===== config.mk =====
export PLATFORM = sky130hd
export DESIGN_NAME = slot_drain
export DESIGN_NICKNAME = d
export VERILOG_FILES = /design/src/rtl/slot_drain.sv
export SDC_FILE = /design/constraint.sdc
export NUM_CORES = 1
export LEC_CHECK = 0
export CORE_MARGIN = 3
export CORE_UTILIZATION = 55
export CTS_CLUSTER_SIZE = 10
export DETAILED_ROUTE_END_ITERATION = 7
export PLACE_DENSITY_LB_ADDON = 0.2
export SYNTH_ARGS = -nofsm -noshare
export SYNTH_HDL_FRONTEND = slang
export SYNTH_SLANG_ARGS = --single-unit

===== constraint.sdc =====
create_clock -name clk -period 8.35 [get_ports clk]
set_input_delay 0.835 -clock clk [delete_from_list [all_inputs] [get_ports clk]]
set_output_delay 0.835 -clock clk [all_outputs]
set_load 0.01 [all_outputs]

===== src/rtl/slot_drain.sv =====
// Round-robin drainer of occupied slots with a valid/ready offer port.
// Define SLOT_DRAIN_CNT_EN to build the occupancy counter behind count_o.
module slot_drain #(
  parameter int W = 32,
  localparam int IW = $clog2(W)
) (
  input  logic          clk,
  input  logic          arst_n,
  input  logic          set_vld_i,
  input  logic [IW-1:0] set_idx_i,
  input  logic          flush_i,
  input  logic          deq_rdy_i,
  output logic          deq_vld_o,
  output logic [IW-1:0] deq_idx_o,
  output logic [W-1:0]  deq_oh_o,
  output logic [W-1:0]  occ_o,
  output logic          empty_o,
  output logic          full_o,
  output logic [IW:0]   count_o
);

  if (W < 2) begin : g_w_chk
    $error("slot_drain: W must be >= 2");
  end

  typedef enum logic {IDLE, OFFER} st_e;

  st_e           state_q;
  logic [W-1:0]  occ_q, occ_d;
  logic [IW-1:0] ptr_q;
  logic [IW-1:0] off_idx_q;

  logic          hs;
  logic [W-1:0]  set_vec;
  logic          set_ok;
  logic [W-1:0]  off_oh;
  logic [W-1:0]  hs_mask;
  logic [W-1:0]  occ_clr;
  logic [W-1:0]  rem;
  logic [IW-1:0] nxt_ptr;

  // Circular ascending search from p, p included.
  function automatic logic [IW-1:0] search(
    input logic [W-1:0]  v,
    input logic [IW-1:0] p
  );
    logic [IW-1:0] lo, hi;
    logic          hf;
    lo = '0;
    hi = '0;
    hf = 1'b0;
    for (int i = W - 1; i >= 0; i--) begin
      if (v[i]) begin
        lo = IW'(i);
        if (IW'(i) >= p) begin
          hi = IW'(i);
          hf = 1'b1;
        end
      end
    end
    return hf ? hi : lo;
  endfunction

  always_comb begin
    set_vec = '0;
    for (int i = 0; i < W; i++) begin
      set_vec[i] = set_vld_i && (set_idx_i == IW'(i));
    end
  end

  assign set_ok  = |set_vec;
  assign hs      = (state_q == OFFER) & deq_rdy_i;
  assign off_oh  = W'(1) << off_idx_q;
  assign hs_mask = hs ? off_oh : '0;
  assign occ_clr = occ_q & ~hs_mask;
  assign rem     = occ_q & ~off_oh;
  assign nxt_ptr = (off_idx_q == IW'(W - 1)) ? '0 : off_idx_q + IW'(1);
  assign occ_d   = flush_i ? '0 : (occ_clr | set_vec);

  always_ff @(posedge clk or negedge arst_n) begin
    if (!arst_n) begin
      state_q   <= IDLE;
      occ_q     <= '0;
      ptr_q     <= '0;
      off_idx_q <= '0;
    end else begin
      occ_q <= occ_d;
      if (flush_i) begin
        state_q <= IDLE;
        ptr_q   <= '0;
      end else begin
        case (state_q)
          IDLE: begin
            if (|occ_q) begin
              off_idx_q <= search(occ_q, ptr_q);
              state_q   <= OFFER;
            end
          end
          OFFER: begin
            if (deq_rdy_i) begin
              ptr_q <= nxt_ptr;
              if (|rem) begin
                off_idx_q <= search(rem, nxt_ptr);
              end else begin
                state_q <= IDLE;
              end
            end
          end
          default: state_q <= IDLE;
        endcase
      end
    end
  end

  assign deq_vld_o = (state_q == OFFER);
  assign deq_idx_o = deq_vld_o ? off_idx_q : '0;
  assign deq_oh_o  = deq_vld_o ? off_oh : '0;
  assign occ_o     = occ_q;
  assign empty_o   = ~|occ_q;
  assign full_o    = &occ_q;

  // Setting a slot still occupied after this cycle's accept is a producer bug.
  a_set_free: assert property (@(posedge clk) disable iff (!arst_n)
    !(set_ok && !flush_i && |(set_vec & occ_clr)));

`ifdef SLOT_DRAIN_CNT_EN
  logic [IW:0] count_q;
  logic        set_acc;

  assign set_acc = |(set_vec & ~occ_clr);

  always_ff @(posedge clk or negedge arst_n) begin
    if (!arst_n) begin
      count_q <= '0;
    end else if (flush_i) begin
      count_q <= '0;
    end else begin
      count_q <= count_q + (IW+1)'(set_acc) - (IW+1)'(hs);
    end
  end

  assign count_o = count_q;

  a_count: assert property (@(posedge clk) disable iff (!arst_n)
    32'(count_q) == $countones(occ_q));
`else
  assign count_o = '0;
`endif

endmodule


==> key figures <==
STA
  • Period utilization: a little over half
  • Upper clock frequency limit: roughly 230 MHz
  • Total count of max-transition violations in the final report: 0
  • Max-slew headroom at the worst pin: 35.60%
  • Worst clock skew: 0.006913 ns
  • Setup total negative slack: 0 ns
  • Number of setup violations in the final report: 0
  • Worst Slack Setup Final: 3.940 ns
  • Transition time of the tightest slew-check pin: roughly 0.97 ns
  • RSZ-0062 raised after global routing: false
  • Final Hold Violating Endpoints: 0
  • Shortest period the worst path allows: ~4.4 ns

Placed design
  • Post-placement setup slack: between 4 and 5 ns
  • Number of buffer cells added on primary ports: 81
  • Cell total after placement: 942
  • Routability cong.: between 1 and 1.5
  • Placed standard-cell area: roughly 6100 µm²
  • HPWL after detailed placement: between 15 and 20 mm

Route
  • Drt drc: 0
  • Routed Antenna Nets: 0
  • Vias: 7108
  • Detailed-routing wirelength on met1: between 8 and 9 mm
  • Detailed-routing iteration count for the pre-antenna-repair pass: 7
  • Post-detailed-routing wire length: ~22 mm
  • Met2 WL: around 10 mm
  • Violation count after the first detailed-routing iteration: around 1.4k
  • Met3 wire length: between 2 and 3 mm
  • Per-cell routed wire length: 23.66 µm
  • Highest routing layer actually used: met4
  • Via density: 7.482

Pwr
  • Power per cell area: about 280 nW/µm²
  • LEAKAGE: roughly 2.4 nW
  • IR drop worst, VDD: between 0.2 and 0.25 mV

Synth
  • Gate count of the mapped netlist: roughly 800
  • List of most frequent post-synthesis cells: 95 x nor2_1, 74 x a21oi_1, 66 x nand2_1, 56 x o21ai_0, 43 x dfrtp_1
  • Synth Warn #: 0
  • Yosys top cell area share: 19.82%
  • EDFF count, synth: 0
  • Synth area leaders: dfrtp_1 20%, a21oi_1 6.8%, nor2_1 6.6%
  • Mapped Area: ~5400 µm²
  • Ys flop type: dfrtp_1
  • Yosys cell types: slightly above 80
  • Portion of the post-synthesis area used by sequential elements: ~20%
  • Library cell occupying the most area in the post-synthesis netlist: dfrtp_1
  • Most frequent cell after synthesis: nor2_1
  • Ys async rst share: between 90% and 100%
  • Register bit total from synthesis: 43
  • Syn avg cell area: 6.898 µm²

Clock tree
  • Number of buffers inserted by hold repair at cts: 0
  • Clock transition at the registers of the reported paths: about 0.090 ns
  • Clock sinks: between 40 and 50
  • Clock latency at the later pin of the worst-skew pair: around 0.30 ns
  • CTS tree: built
  • Buffers from clock root to sink, at most: 2
  • H-Tree Level Count: 2
  • Post-CTS Repair Setup Buffers: 0
  • Clk Tree Root Cell: clkbuf_8
  • Number of clock buffers inserted by TritonCTS: 5
  • Cells resized by post-CTS repair: 0

Critical path
  • Worst path top cell family by delay: simple AND/OR/NAND/NOR gates
  • Slowest cell on the critical path: dfrtp_1
  • Critical Path Start Type: register
  • Cells along the critical path: and3_1 > ha_1 > buf_4 > or3b_1 > o221ai_1 > and2_1 > nor3b_2 > nor3b_1 > nand2_1 > a2111oi_0 > nor4_1 > a221oi_1
  • Largest stage delay, worst path: about 0.75 ns
  • Endpoint class of the critical path: register
  • CP Buf/Inv Count: 1
  • Required arrival time at the worst endpoint: around 8.6 ns
  • Critical Path Fanout Max: 32
  • Data arrival time of the worst path: between 4 and 5 ns
  • Critical path class: register to register

Floorplan
  • Chip Height: approximately 110 µm
  • Area of the die: around 11000 µm²
  • Area of the core: 9415 µm²
  • Row count: 35
  • Starting utilization of the core area: about 58%
  • Number of placed I/O pins: 88
  • Horizontal extent of the die: about 110 µm

Finish
  • Share of post-route cells with drive strength above 1: 5.116%
  • Final standard cell area without fillers: slightly above 6000 µm²
  • Non-filler instance count after layout: 950
  • Area growth syn-to-layout: 14.68%
  • Antenna diode count: 0
  • Finished Core Util: around two thirds
  • Fill cells: between 800 and 900
  • Total number of nets in the final design: 837

Global routing
  • Initial antenna violation count: 0
  • Overall track demand over capacity in global routing: a little under 40%
  • Wire length of the first global-routing pass: between 30 and 40 mm
  • Maximum number of pins on one net before global-route repair: 44
  • Vias in the first global route: ~6.5k
  • Overflow left after global routing: 0

Run status
  • Outcome: finished clean

Flow run
  • Count of max-cap constraint violations: 0

Min path
  • Hold Path Class: input pin to async pin
cells by family (layout without fill, tap and decap cells):
kind of cell,count (synthesis),in the layout,share of synthesized area [%]
AO/OA/AOI/OAI,309,309,38.60
XOR/XNOR,2,2,0.8068
adder cells (fa/ha/maj),7,7,1.613
buffers and inverters,94,123,7.813
flip-flops,43,43,19.82
multiplexers,3,3,0.5992
other,1,6,0.06907
AND/OR/NAND/NOR,328,328,30.68
worst reg2reg max path, cell delays in order, from the launching register on:
cell       delay [ns]
dfrtp_1          0.75
and3_1           0.38
ha_1             0.27
buf_4            0.29
or3b_1           0.46
o221ai_1         0.21
and2_1           0.18
nor3b_2          0.21
nor3b_1          0.50
nand2_1          0.16
a2111oi_0        0.51
nor4_1           0.13
a221oi_1         0.28
layout make-up:
cell class,instances,area (µm²),area share (%)
Sequential cell,43,1076,17.28
Clock inverter,2,12.51,0.2010
Tap cell,129,161.4,2.592
Clock buffer,6,72.57,1.166
Inverter,28,105.1,1.688
Multi-Input combinational cell,655,3948,63.40
Timing Repair Buffer,87,850.8,13.67
per-stage QoR:
| stage | power (mW) | hold WS (ns) |
|---|---|---|
| 6_report | 1.761 | 0.6758 |
| 5_1_grt | 1.843 | 0.7249 |
| 4_1_cts | 1.700 | 0.6792 |
| 3_5_place_dp | 1.565 | 0.6663 |
| 3_3_place_gp | 1.544 | 0.6399 |
| 2_1_floorplan | 1.195 | 0.5394 |
layout by cell type (no fill, tap or decap), types with 8 or more instances in the layout:
master           netlist  final
o31ai_1                8      8
nor4_1                12     12
a21o_1                 8      8
nand4_1               27     27
nand2_1               66     66
nor3_1                19     19
o21ai_1               12     12
o21ai_0               56     56
and3_1                20     20
inv_1                 25     25
a22oi_1               31     31
nor2_1                95     95
a211oi_1              12     12
nand2b_1              15     15
clkdlybuf4s50_1        0     80
a21oi_1               74     74
o21a_1                 8      8
nor2b_1               14     14
dfrtp_1               43     43
nand3_1               24     24
o211ai_1               8      8
power breakdown:
group | switching, mW | internal [mW] | total (mW)
Clock | 0.0791 | 0.0587 | 0.138
Sequential | 0.136 | 0.237 | 0.374
Combinational | 0.794 | 0.456 | 1.25
routing by layer:
layer | track usage, % | vias up
met5 | 0 | -
met4 | 20.06 | 0
met3 | 6.001 | 154
met2 | 65.89 | 631
met1 | 47.95 | 3274
li1 | - | 3049
final timing paths:
| kind | from | to | slack (ns) | cells past startpoint |
|---|---|---|---|---|
| max in group asynchronous | arst_n | occ_o[5]$_DFF_PN0_ | 7.08 | 1 |
| max | off_idx_q[3]$_DFFE_PN0P_ | off_idx_q[0]$_DFFE_PN0P_ | 3.94 | 12 |
| min | arst_n | ptr_q[3]$_DFFE_PN0P_ | 0.68 | 1 |
| min in group clk | off_idx_q[1]$_DFFE_PN0P_ | off_idx_q[1]$_DFFE_PN0P_ | 0.68 | 2 |
| max reg2reg | off_idx_q[3]$_DFFE_PN0P_ | off_idx_q[0]$_DFFE_PN0P_ | 3.94 | 12 |
| min reg2reg | off_idx_q[1]$_DFFE_PN0P_ | off_idx_q[1]$_DFFE_PN0P_ | 0.68 | 2 |
flip-flops by register name, summed over array words and instances, names as in the netlist:
name,flops
off_idx_q,5
deq_vld_o,1
occ_o,32
ptr_q,5
Note: power is estimated with default switching activity, not from simulation.
